### config.mk
export PLATFORM = sky130hd
export DESIGN_NAME = coin_credit_ctrl
export DESIGN_NICKNAME = d
export VERILOG_FILES = /design/src/rtl/vend_pkg.sv /design/src/rtl/coin_decoder.sv /design/src/rtl/coin_credit_ctrl.sv
export SDC_FILE = /design/constraint.sdc
export NUM_CORES = 1
export LEC_CHECK = 0
export CAP_MARGIN = 20
export CORE_MARGIN = 4
export CORE_UTILIZATION = 55
export DETAILED_ROUTE_END_ITERATION = 8
export DONT_BUFFER_PORTS = 1
export MAX_ROUTING_LAYER = met4
export PLACE_DENSITY = 0.7
export SETUP_SLACK_MARGIN = 0.02
export SYNTH_ARGS = -nofsm -noshare
export SYNTH_HDL_FRONTEND = slang
export SYNTH_SLANG_ARGS = --single-unit
### constraint.sdc
create_clock -name clk -period 7.13 [get_ports clk]
set_input_delay 1.0695 -clock clk [delete_from_list [all_inputs] [get_ports clk]]
set_output_delay 1.0695 -clock clk [all_outputs]
set_load 0.01 [all_outputs]
### src/rtl/vend_pkg.sv
// Shared definitions for the vending machine: controller states, coin values
// and the default price also used by the display logic.
package vend_pkg;

    typedef enum logic [1:0] {
        ACCEPT = 2'd0,
        VEND   = 2'd1,
        CHANGE = 2'd2
    } state_t;

    localparam int NICKEL  = 5;
    localparam int DIME    = 10;
    localparam int QUARTER = 25;

    localparam int DEFAULT_PRICE      = 35;
    localparam int DEFAULT_MAX_CREDIT = 95;
    localparam int DEFAULT_CREDIT_W   = 7;

endpackage

### src/rtl/coin_decoder.sv
// Combinational coin decoder: flags a single coin pulse and reports its value
// in cents; simultaneous pulses decode as invalid with value 0.
module coin_decoder
    import vend_pkg::*;
(
    input  logic       nickel_i,
    input  logic       dime_i,
    input  logic       quarter_i,
    output logic       valid_one_hot_o,
    output logic [4:0] value_o
);

    always_comb begin
        valid_one_hot_o = 1'b0;
        value_o         = 5'd0;
        case ({quarter_i, dime_i, nickel_i})
            3'b001: begin
                valid_one_hot_o = 1'b1;
                value_o         = 5'(NICKEL);
            end
            3'b010: begin
                valid_one_hot_o = 1'b1;
                value_o         = 5'(DIME);
            end
            3'b100: begin
                valid_one_hot_o = 1'b1;
                value_o         = 5'(QUARTER);
            end
            default: begin
                valid_one_hot_o = 1'b0;
                value_o         = 5'd0;
            end
        endcase
    end

endmodule

### src/rtl/coin_credit_ctrl.sv
// Coin acceptance and credit controller: accumulates credit, strobes vend at
// the price, then pays change or refunds as dime/nickel pulses gated by disp_ready.
module coin_credit_ctrl
    import vend_pkg::*;
#(
    parameter int PRICE      = DEFAULT_PRICE,
    parameter int MAX_CREDIT = DEFAULT_MAX_CREDIT,
    parameter int CREDIT_W   = DEFAULT_CREDIT_W
) (
    input  logic                clk,
    input  logic                reset,
    input  logic                coin_nickel,
    input  logic                coin_dime,
    input  logic                coin_quarter,
    input  logic                cancel,
    input  logic                stock_empty,
    input  logic                disp_ready,
    output logic                vend,
    output logic                change_nickel,
    output logic                change_dime,
    output logic                coin_reject,
    output logic [CREDIT_W-1:0] credit,
    output logic                busy
);

    localparam logic [CREDIT_W-1:0] PRICE_C  = CREDIT_W'(PRICE);
    localparam logic [CREDIT_W-1:0] MAX_C    = CREDIT_W'(MAX_CREDIT);
    localparam logic [CREDIT_W-1:0] DIME_C   = CREDIT_W'(DIME);
    localparam logic [CREDIT_W-1:0] NICKEL_C = CREDIT_W'(NICKEL);

    state_t              state_q, state_d;
    logic [CREDIT_W-1:0] credit_q, credit_d;
    logic                vend_q, vend_d;
    logic                busy_q, busy_d;
    logic                reject_q, reject_d;

    logic                one_hot;
    logic [4:0]          coin_value;
    logic                any_coin;
    logic                coin_ok;
    logic                pay_dime;
    logic                pay_nickel;
    logic [CREDIT_W-1:0] credit_plus;

    coin_decoder u_coin_decoder (
        .nickel_i        (coin_nickel),
        .dime_i          (coin_dime),
        .quarter_i       (coin_quarter),
        .valid_one_hot_o (one_hot),
        .value_o         (coin_value)
    );

    // Width holds MAX_CREDIT + a quarter, so the sum never wraps before the limit check.
    assign any_coin    = coin_nickel | coin_dime | coin_quarter;
    assign credit_plus = credit_q + CREDIT_W'(coin_value);
    assign coin_ok     = one_hot & ~stock_empty & ~cancel & (credit_plus <= MAX_C);

    // Payout pulses are the one combinational input-to-output path.
    assign pay_dime   = (state_q == CHANGE) & disp_ready & (credit_q >= DIME_C);
    assign pay_nickel = (state_q == CHANGE) & disp_ready & (credit_q < DIME_C)
                      & (credit_q != '0);

    always_comb begin
        state_d  = state_q;
        credit_d = credit_q;
        reject_d = any_coin;
        case (state_q)
            ACCEPT: begin
                if (coin_ok) begin
                    reject_d = 1'b0;
                    credit_d = credit_plus;
                    if (credit_plus >= PRICE_C) begin
                        state_d = VEND;
                    end
                end else if (cancel && (credit_q != '0)) begin
                    state_d = CHANGE;
                end
            end
            VEND: begin
                credit_d = credit_q - PRICE_C;
                state_d  = (credit_q != PRICE_C) ? CHANGE : ACCEPT;
            end
            CHANGE: begin
                if (pay_dime) begin
                    credit_d = credit_q - DIME_C;
                end else if (pay_nickel) begin
                    credit_d = credit_q - NICKEL_C;
                end
                if (credit_d == '0) begin
                    state_d = ACCEPT;
                end
            end
            default: begin
                state_d  = ACCEPT;
                credit_d = '0;
            end
        endcase
        vend_d = (state_d == VEND);
        busy_d = (state_d != ACCEPT);
    end

    always_ff @(posedge clk or negedge reset) begin
        if (!reset) begin
            state_q  <= ACCEPT;
            credit_q <= '0;
            vend_q   <= 1'b0;
            busy_q   <= 1'b0;
            reject_q <= 1'b0;
        end else begin
            state_q  <= state_d;
            credit_q <= credit_d;
            vend_q   <= vend_d;
            busy_q   <= busy_d;
            reject_q <= reject_d;
        end
    end

    assign vend          = vend_q;
    assign busy          = busy_q;
    assign coin_reject   = reject_q;
    assign credit        = credit_q;
    assign change_dime   = pay_dime;
    assign change_nickel = pay_nickel;

endmodule

* Word level (Yosys, flattened, before mapping) *
Index checks and enable logic that the tools add are counted.

word-level totals
  bits in registers = 12
  latch bits = 0
  memory bits (writable) = 0
  ROM bits = 0
  input bits = 8
  output and inout port bits = 12
  logic and storage cells = 53
  memories = 0

cells by class
  $add $sub $neg = 4
  multipliers = 0
  div/mod/pow operators = 0
  magnitude comparators = 4
  equal/unequal tests = 8
  shift-type cells = 0
  multiplexer cells = 15
  bitwise logic cells = 11
  reduce and logical (&&, ||, !) cells = 6

operators with widths
  operator             count
  $mux 7               4
  $pmux 7 s3           1
  $pmux 5 s3           1
  $mux 2               5
  $add 7x5->7          1
  $and 1x1->1          7
  $ge 7x4->1 const B   1
  $ge 7x6->1 const B   1
  $le 7x7->1 const B   1
  $logic_not 7->1      1
  $lt 7x4->1 const B   1
  $ne 7x6->1 const B   1
  $reduce_bool 7->1    1
  $sub 7x3->7 const B  1
  $sub 7x4->7 const B  1
  $sub 7x6->7 const B  1
  $pmux 2 s3           1
  $eq 2x1->1 const B   2
  $eq 3x1->1 const B   1
  $eq 3x2->1 const B   1
  $eq 3x3->1 const B   1
  $mux 1               3
  $reduce_or 3->1      1
  $eq 2x2->1 const B   1
  6 further kinds      8

* Longest topological paths before layout *
  depth after elaboration = 11
  mapped depth = 13
  depth with buffers taken out = 12

* Modules after synthesis *
A second synthesis with hierarchy kept.

unflattened totals
  cell total of the unflattened synthesis = 193
  area total of the unflattened synthesis = 1,524.0 µm²

by module, submodules not included
  module            instances  cells each  area each (µm²)  seq. area each (µm²)
  coin_credit_ctrl  1          185         1,463.9          300.3
  coin_decoder      1          8           60.1             0.0

* Worst setup path before layout *
No wires, ideal clock.

  path kind = input -> register
  from = in coin_dime
  to = reg credit_q[4] (netlist: credit[4])
  library setup time = 0.125 ns
  arrival = 3.555 ns
  required time = 7.005 ns
  setup slack = 3.450 ns
  cell stages on the path = 12
  buffers on the path = 1
  path through = or3b_1 > or2b_1 > ha_1 > inv_1 > fa_1 > nor2b_1 > o31a_1 > xor2_1 > a311o_1 > buf_6 > nand2_1 > mux2_2

on the way
  longest elaborated chain between the ends = 7
  elaborated cells between the ends (all ways) = 14
  those cells by class = add/sub (1); order compare (1); eq/ne (4); mux (4); bitwise (3); reduce/logical (1)

ends and longest elaborated chain
  item                                                                 RTL line                 source
  start, declared                                                      coin_credit_ctrl.sv:13   input logic coin_dime,
  parallel branches: the longest is 7 deep, another holds $add 7x5->7  --
  end signal, assigned                                                 coin_credit_ctrl.sv:111  credit_q <= credit_d;
  end, declared                                                        coin_credit_ctrl.sv:32   logic [CREDIT_W-1:0] credit_q, credit_d;

Parallel ways; which one is timed is not known. The select of a mux whose other input is x is not followed.
A chain may end at the register's enable or synchronous reset.

* Final worst setup path *
  from = in coin_dime
  to = reg credit_q[0] (netlist: credit[0])

The elaborated chain is that of the path after synthesis.

==> impl_summary.md <==
Pwr
Summed over all cells, the static leakage comes to 0.6340 nW. The power density over the cells is 474.2 nW/µm². The worst IR drop on VDD is 392.4 µV.

Yosys
The number of synthesis warnings is 0. In the synthesized netlist the dominant register cell turns out to be dfrtp_1. Sorting the synthesized cells by how often they occur yields nor2_1 (14), o21ai_0 (14), a21oi_1 (13), nand2_1 (13).

The share of async-settable or async-resettable flops after synthesis is between 90% and 100%. Counting every instance in the synthesized netlist gives 187. The leading area contributor after synthesis is dfrtp_1.

In this run, synthesis inferred 0 flip-flops with an integrated enable. The fraction of synthesized cell area taken by the top area cell type is 19.97%. Ranked by total cell area, the synthesized netlist is headed by dfrtp_1 (20%), ha_1 (10%), o21ai_0 (4.7%). Dividing the synthesized area by the synthesized cell count gives ~8.0 µm².

The part of the Yosys area used for sequential elements is ~20%. Synthesis inferred 12 register bits. The synthesized netlist occupies a cell area of roughly 1500 µm². The number of nets handed over by synthesis was 208.

The count of cell types in the netlist is 62.

Critical path
The critical path data required time is approximately 7.3 ns. The setup path with the least slack is of type input pin to flop. The worst setup path is captured at a flop.

The data arrival time of the critical path is ~3.8 ns. The sort of element at the start of the critical path is an input pin. The launching point of the worst reg2reg path is credit[1]$_DFFE_PN0P_. The startpoint of the worst setup timing path is coin_dime. The maximum fanout encountered on the critical timing path is 8.

GRT
The total track usage is about a quarter. The via count of the first global-routing pass is between 1000 and 1500. The number of antenna violations at the first check in global routing is 0. The largest net degree at the start of global routing is 18. The global-route wire length before repair is 6720 µm. The total congestion overflow after global routing is 0.

STA
Setup violations remaining at the end of the flow were counted as 0. The number of max-slew violations in the final report is 0. Setup total negative slack on the finished layout was measured at 0 ns.

Setup repair after global routing left no endpoint under its margin. The achievable frequency is ~270 MHz. The worst hold-check slack is a little under 0.5 ns. For the pin with the worst max-slew slack, the measured transition is 0.7223 ns.

The headroom to the max-slew limit is roughly half. The final critical-path required period is around 3.7 ns. Of the available clock period, the critical path in the final layout requires slightly above 50%. The final-report hold violation count is 0. On the final layout, the worst clock skew is approximately 0.00078 ns.

Die
The initial standard-cell utilization of the core is between 50% and 60%. Measured along the x axis, the die boundary spans roughly 60 µm. The die is between 60 and 70 µm tall.

The boundary pin count is 20. The core box area is around 2500 µm². The die area is roughly 3600 µm².

The number of rows in the core area is 18.

Route
The count of nets left with antenna violations once routing finished came out at 0. Across all layers, the routed design uses approximately 1400 vias. Dividing the detail-routed wire length by the instance count gives about 18 µm. After detailed routing, the number of remaining DRC violations is 0. The per-cell via count in the routed design is between 6 and 7. The first-pass iteration count of the detailed router is 4. After detailed routing, the total wire length is roughly 3900 µm. The iteration-0 DRC count of the detailed router is 77.

Placement
The number of buffers inserted by port buffering is 0. Routability-driven placement finished with a final weighted congestion of roughly 0.95. The final HPWL from detailed placement is 2938 µm.

Clock network
The CTS root buffer is clkbuf_4. The depth of the CTS H-tree is 1. In this run, post-CTS hold repair placed 0 buffers.

The number of setup buffers added after CTS is 0. The post-cts resize count is 0. Clock-pin slew was measured on the worst setup and hold paths at about 0.070 ns.

The TritonCTS clock tree is built. The clock drives 12 sinks. The clock latency reported for the late side of the worst-skew pair is roughly 0.27 ns. In this run, CTS created clock tree buffers numbering 3. The longest clock path from root to sink contains 2 buffers.

Worst hold path
The kind of path behind the tightest hold check is input pin to async pin.

Job
The max-cap check violation count is 0.

Status
The run finished with clean final reports.

Final layout
Compared with the post-synthesis result, the final layout area differs by 1.414%. The repair_antennas step left the layout with diodes totalling 0. At the end of the flow, the number of nets in the layout was approximately 200.

The proportion of layout cells with a drive suffix above 1 is between 6 and 7%. The final design utilization is roughly three fifths.
==> cells by family after synthesis <==
family	after synthesis	share of synthesized area, %
and+or+nand+nor	66	24.79
AOI/OAI and AO/OA	63	29.45
buffers and inverters	19	5.740
adders and majority gates	13	11.31
DFF	12	19.97
xor gates and xnor gates	9	5.241
muxes	5	3.494
==> cell usage in the layout, fill, tap and decap left out, types with 5 or more instances in the layout <==
cell type,count
nor2_1,14
o21ai_0,14
nand2_1,13
a21oi_1,13
ha_1,12
dfrtp_1,12
inv_1,9
nand2b_1,5
xor2_1,5
nor3_1,5
==> final timing paths <==
| check | to | slack [ns] | cells after the start |
|---|---|---|---|
| setup reg to reg | credit[0]$_DFFE_PN0P_ | 4.07 | 9 |
| hold reg to reg | state_q[0]$_DFF_PN0_ | 0.78 | 1 |
| hold / removal | coin_reject$_DFF_PN0_ | 0.49 | 0 |
| setup / recovery | credit[0]$_DFFE_PN0P_ | 3.47 | 12 |
| min in group clk | state_q[0]$_DFF_PN0_ | 0.78 | 1 |
| max in group asynchronous | credit[6]$_DFFE_PN0P_ | 6.57 | 0 |
==> worst max-delay path, cell delays in order <==
cell and delay, ns:
or3b_1 0.41, or2b_1 0.17, ha_1 0.15, inv_1 0.05, fa_1 0.39, nor2b_1 0.16, o31a_1 0.19, xor2_1 0.16
a311o_1 0.49, mux2_1 0.37, nor2_1 0.09, o32ai_1 0.08
==> sequential cells by signal, summed over array words and instances, names as in the netlist <==
signal       cells
busy             1
coin_reject      1
credit           7
state_q          2
vend             1
==> per-stage QoR <==
stage | cells | worst slack (ns) | total power [mW] | area [µm²]
2_1_floorplan | 187 | 3.450 | 0.5609 | 1504
3_3_place_gp | 207 | 3.254 | 0.6598 | 1489
3_5_place_dp | 207 | 3.210 | 0.6650 | 1489
4_1_cts | 211 | 3.492 | 0.7213 | 1525
5_1_grt | 211 | 3.222 | 0.8051 | 1525
6_report | 211 | 3.471 | 0.7232 | 1525
==> cell type report <==
class	instances	area [µm²]
inverter	9	33.78
tap	30	37.54
clock buffer	4	36.28
multi-input combinational	156	1117
sequential	12	300.3
fill	243	1020
==> routing by layer <==
metal | GRT usage [%] | vias up | wire length [µm]
li1 | - | 689 | -
met1 | 29.32 | 660 | 1589
met3 | 6.479 | 8 | 278
met5 | - | - | 0
met4 | 12.97 | 0 | 68
met2 | 40.12 | 55 | 1939
==> power breakdown <==
| part | switching, mW | internal, mW |
|---|---|---|
| Combinational | 0.257 | 0.203 |
| Sequential | 0.116 | 0.0938 |
| Clock | 0.0220 | 0.0310 |
Power figures use the tool's default switching activity.
